--- config.mk ---
export PLATFORM = sky130hd
export DESIGN_NAME = mul16_seq
export DESIGN_NICKNAME = d
export VERILOG_FILES = /design/src/rtl/mul16_seq_pkg.sv /design/src/rtl/mul16_seq_adder16bit.sv /design/src/rtl/mul16_seq.sv
export SDC_FILE = /design/constraint.sdc
export NUM_CORES = 1
export LEC_CHECK = 0
export BUFFER_PORTS_ARGS = -buffer_cell sky130_fd_sc_hd__buf_2
export CAP_MARGIN = 15
export CORE_MARGIN = 2
export CORE_UTILIZATION = 30
export DETAILED_ROUTE_END_ITERATION = 7
export SLEW_MARGIN = 0
export SYNTH_ARGS = -nofsm -noshare
export SYNTH_HDL_FRONTEND = slang
export SYNTH_SLANG_ARGS = --single-unit
--- constraint.sdc ---
create_clock -name clk -period 4.2 [get_ports clk]
set_input_delay 0.63 -clock clk [delete_from_list [all_inputs] [get_ports clk]]
set_output_delay 0.63 -clock clk [all_outputs]
set_load 0.02 [all_outputs]
--- src/rtl/mul16_seq_pkg.sv ---
// Shared constants and state encoding for the sequential 16x16 multiplier.
package mul16_seq_pkg;

  localparam int MUL_W     = 16;
  localparam int MUL_CNT_W = 4;

  typedef enum logic [1:0] {
    S_IDLE = 2'd0,
    S_RUN  = 2'd1,
    S_DONE = 2'd2
  } state_t;

endpackage

--- src/rtl/mul16_seq_adder16bit.sv ---
// Plain 16-bit adder reused by the multiplier for every accumulate step.
module adder16bit
  import mul16_seq_pkg::*;
(
  input  logic [MUL_W-1:0] x,
  input  logic [MUL_W-1:0] y,
  output logic [MUL_W-1:0] sum
);

  // Modulo-2^16 sum: the carry out of bit 15 is intentionally dropped.
  assign sum = x + y;

endmodule

--- src/rtl/mul16_seq.sv ---
// Shift-and-add multiplier returning the low 16 bits of a*b over up to 16 cycles,
// with a start/busy/done handshake for stalling the core during MUL.
module mul16_seq
  import mul16_seq_pkg::*;
#(
  parameter bit EARLY_EXIT = 1'b0
) (
  input  logic             clk,
  input  logic             rst,
  input  logic             start,
  input  logic [MUL_W-1:0] a,
  input  logic [MUL_W-1:0] b,
  output logic             busy,
  output logic             done,
  output logic [MUL_W-1:0] product
);

  state_t                 state_r, state_next_s;
  logic [MUL_W-1:0]       mcand_r, mplier_r, acc_r, product_r;
  logic [MUL_CNT_W-1:0]   count_r;
  logic                   busy_r, done_r;
  logic                   load_s, step_s, prod_load_s, run_exit_s;
  logic [MUL_W-1:0]       prod_val_s, addend_s, sum_s, mplier_shift_s;

  assign addend_s       = mplier_r[0] ? mcand_r : 16'd0;
  assign mplier_shift_s = mplier_r >> 1;
  assign run_exit_s     = (count_r == {MUL_CNT_W{1'b1}}) ||
                          (EARLY_EXIT && (mplier_shift_s == 16'd0));

  adder16bit u_add (
    .x   (acc_r),
    .y   (addend_s),
    .sum (sum_s)
  );

  // Next-state decode plus the load/step/product-capture strobes.
  always_comb begin
    state_next_s = state_r;
    load_s       = 1'b0;
    step_s       = 1'b0;
    prod_load_s  = 1'b0;
    prod_val_s   = sum_s;
    case (state_r)
      S_IDLE, S_DONE: begin
        if (start) begin
          load_s = 1'b1;
          if (EARLY_EXIT && (b == 16'd0)) begin
            // Zero multiplier needs no RUN cycles at all.
            state_next_s = S_DONE;
            prod_load_s  = 1'b1;
            prod_val_s   = 16'd0;
          end else begin
            state_next_s = S_RUN;
          end
        end else begin
          state_next_s = S_IDLE;
        end
      end
      S_RUN: begin
        step_s = 1'b1;
        if (run_exit_s) begin
          state_next_s = S_DONE;
          prod_load_s  = 1'b1;
        end else begin
          state_next_s = S_RUN;
        end
      end
      default: begin
        state_next_s = S_IDLE;
      end
    endcase
  end

  // State, datapath and registered handshake outputs.
  always_ff @(posedge clk) begin
    if (rst) begin
      state_r   <= S_IDLE;
      mcand_r   <= 16'd0;
      mplier_r  <= 16'd0;
      acc_r     <= 16'd0;
      count_r   <= 4'd0;
      busy_r    <= 1'b0;
      done_r    <= 1'b0;
      product_r <= 16'd0;
    end else begin
      state_r <= state_next_s;
      busy_r  <= (state_next_s == S_RUN);
      done_r  <= (state_next_s == S_DONE);
      if (load_s) begin
        mcand_r  <= a;
        mplier_r <= b;
        acc_r    <= 16'd0;
        count_r  <= 4'd0;
      end else if (step_s) begin
        mcand_r  <= mcand_r << 1;
        mplier_r <= mplier_shift_s;
        acc_r    <= sum_s;
        count_r  <= count_r + 4'd1;
      end else begin
        mcand_r  <= mcand_r;
        mplier_r <= mplier_r;
        acc_r    <= acc_r;
        count_r  <= count_r;
      end
      if (prod_load_s) begin
        product_r <= prod_val_s;
      end else begin
        product_r <= product_r;
      end
    end
  end

  assign busy    = busy_r;
  assign done    = done_r;
  assign product = product_r;

endmodule
==> results.sh <==
export IMPL_yosysUniqueCellTypes=43
export IMPL_dominantRegCellSynth="dfxtp_1"
export IMPL_clkSlewWorstSetupHoldPaths_ns=0.06
export IMPL_period_needed_ns=2.78
export IMPL_ctsHoldBuffers=0
export IMPL_grt_pass1_vias=3090
export IMPL_setup_viol=0
export IMPL_drt_pass1_iterations=4
export IMPL_grt_pass1_wl_um=14900
export IMPL_start_kind="flop"
export IMPL_post_cts_resize_count=0
export IMPL_die_y_um=113
export IMPL_synth_top_area_share_pct=40.7
export IMPL_antennaDiodeCount=0
export IMPL_worstHoldPathCells=2
export IMPL_hold_viol=0
export IMPL_dr_first_iter_drc_count=191
export IMPL_antenna_found_initial=0
export IMPL_synthTopCellsByArea="dfxtp_1, nand2_1, a21oi_1, ha_1, a311oi_1"
export IMPL_fill_cells=1178
export IMPL_rows=39
export IMPL_yosys_top_cells_count="nand2_1, dfxtp_1, a21oi_1"
export IMPL_power_leakage_nw=1.67
export IMPL_cts_setup_buffers=0
export IMPL_syn_cell_area_sq_mm=0.00354
export IMPL_drv_slew=0
export IMPL_wl_um=9000
export IMPL_dpl_hpwl_um=6430
export IMPL_power_density_mw_per_mm2=379
export IMPL_crit_arrival_ns=3.00
export IMPL_fp_coreArea_sq_mm=0.0115
export IMPL_seqPwrFrac_pct=46.1
export IMPL_pwr_share_clk_pct=44.9
export IMPL_combPwrFrac_pct=9.0
export IMPL_portBuffers=52
export IMPL_worst_path_max_fanout=17
export IMPL_clock_fmax_mhz=359
export IMPL_p_int_mw=1.18
export IMPL_clk_root_buffer_cell="clkbuf_16"
export IMPL_switching_share_pct=25.8
export IMPL_hold_slack_ns=0.452
export IMPL_cts_tree="done"
export IMPL_detail_route_antenna_nets=0
export IMPL_cts_sinks=72
export IMPL_avgSynthCellArea_sq_um=8.01
export IMPL_fin_crit_sh_pct=66.3
export IMPL_track_usage_pct=14.8
export IMPL_max_vdd_ir_drop_uv=196
export IMPL_fin_setup_tns_ns=0
export IMPL_tightest_slew_ns=0.921
export IMPL_slew_headroom_pct=38.5
export IMPL_yosysMostFrequentCell="nand2_1"
export IMPL_io_pins=53
export IMPL_clockBufferDepth=2
export IMPL_multi_input_area_sq_mm=0.00199
export IMPL_numCtsBuffers=9
export IMPL_die_x_um=113
export IMPL_syn_nets=494
export IMPL_nets=533
export IMPL_grt_overflow=0
export IMPL_wl_per_cell_um=14.3
export IMPL_gp_congestion=0.830
export IMPL_area_delta_synth_final_pct=18.8
export IMPL_via_per_inst=5.09
export IMPL_cap_viol_max_count=0
export IMPL_synthArstFlopShare_pct=0
export IMPL_die_area_sq_mm=0.0127
export IMPL_yosysWarningCount=0
export IMPL_drc_errors=0
export IMPL_worstPathRequired_ns=4.42
export IMPL_worstHoldPathType="reg -> reg"
export IMPL_yosysTopAreaCell="dfxtp_1"
export IMPL_grt_setup_unrepaired="false"
export IMPL_ys_seq_area_share_pct=40.7
export IMPL_switchingPower_mw=0.411
export IMPL_ys_ff_latch=72
export IMPL_grt_max_degree=46
export IMPL_reg2reg_depth=9
export IMPL_skew_ns=0.00718
export IMPL_synthCells=442
export IMPL_drive_gt1_share_pct=17.1
export IMPL_path_class="reg -> reg"
export IMPL_seq_area_sq_mm=0.00144
export IMPL_synth_edf_count=0
export IMPL_initial_core_util_pct=30.9
export IMPL_clk_latency_ns=0.34
export IMPL_htreeDepth=3
export IMPL_status="finished clean"
export IMPL_num_vias=3204
export IMPL_worstSetupEndpointType="flop"
cell type report:
class	count	area share, %
multi-input combinational	339	47.3
sequential	72	34.3
timing repair buffer	59	7.44
clock buffer	10	5.68
tap	143	4.25
clock inverter	6	1.04
layout by cell type, fill, tap and decap left out, types with 2 or more instances in the layout:
cell,count
a211oi_1,4
clkbuf_16,9
nor2_1,37
nand3_1,15
dfxtp_1,72
nand4_1,5
ha_1,16
nand2b_1,3
xor2_1,6
buf_2,52
clkinvlp_4,4
o21ba_2,2
a22oi_1,13
xnor2_1,8
mux2i_1,2
a311oi_1,17
or4_1,5
and2_1,16
nor3_1,4
o21ai_0,12
nand2_1,95
nand4b_1,3
nand3b_1,5
buf_4,7
a311o_1,2
a21oi_1,49
critical path, cell delays in order, from the launching register on:
cell and delay [ns]:
dfxtp_1 0.45, and2_1 0.24, ha_1 0.21, fa_1 0.41, a21o_2 0.24, a311o_1 0.40, a21bo_2 0.24, o22ai_1 0.15
xor2_1 0.21, o21ai_0 0.11
final timing paths:
kind / from / endpoint / slack [ns]
setup / recovery: mplier_r[0] / acc_r[12] / 1.42
hold / removal: product[6] / product[6] / 0.45
setup reg to reg: mplier_r[0] / acc_r[12] / 1.42
hold reg to reg: product[6] / product[6] / 0.45
layer usage:
metal | vias to the layer above | global-route usage [%] | share of wire, %
met5 | - | 0 | 0
met4 | 0 | 6.34 | 1.8
met3 | 11 | 3.51 | 3.3
met2 | 54 | 23.1 | 45
met1 | 1497 | 19.6 | 50
li1 | 1642 | - | -
sequential cells by signal, indices dropped and copies added (netlist names):
signal,count
count_r,4
done,1
state_r,2
acc_r,16
busy,1
mcand_r,16
product,16
mplier_r,16
logic make-up (layout without fill, tap and decap cells):
family                   count (synthesis)  in the layout  share of synthesized area [%]
buffers and inverters                   31             75                           3.29
flip-flops                              72             72                           40.7
AO/OA/AOI/OAI                          111            111                           20.6
XOR/XNOR                                14             14                           3.46
adder cells (fa/ha/maj)                 17             17                           6.22
AND/OR/NAND/NOR                        195            195                           25.1
multiplexers                             2              2                          0.566
power by group through the flow:
stage / Clock [mW] / Combinational (mW) / Sequential, mW
6_report: 0.715 / 0.143 / 0.734
5_1_grt: 0.764 / 0.162 / 0.738
4_1_cts: 0.735 / 0.145 / 0.734
3_5_place_dp: 0 / 0.145 / 0.748
3_3_place_gp: 0 / 0.142 / 0.748
2_1_floorplan: 0 / 0.101 / 0.741
through the flow:
step / instances / area, sq um / utilization (%) / power (mW) / setup slack [ns]
3_5_place_dp: 613 / 3920 / 34.2 / 0.893 / 1.44
4_1_cts: 629 / 4210 / 36.7 / 1.61 / 1.43
6_report: 629 / 4210 / 36.7 / 1.59 / 1.42
3_3_place_gp: 613 / 3920 / 34.2 / 0.890 / 1.49
2_1_floorplan: 442 / 3540 / - / 0.842 / 1.62
5_1_grt: 629 / 4210 / 36.7 / 1.66 / 1.27
Note: power is estimated with default switching activity, not from simulation.
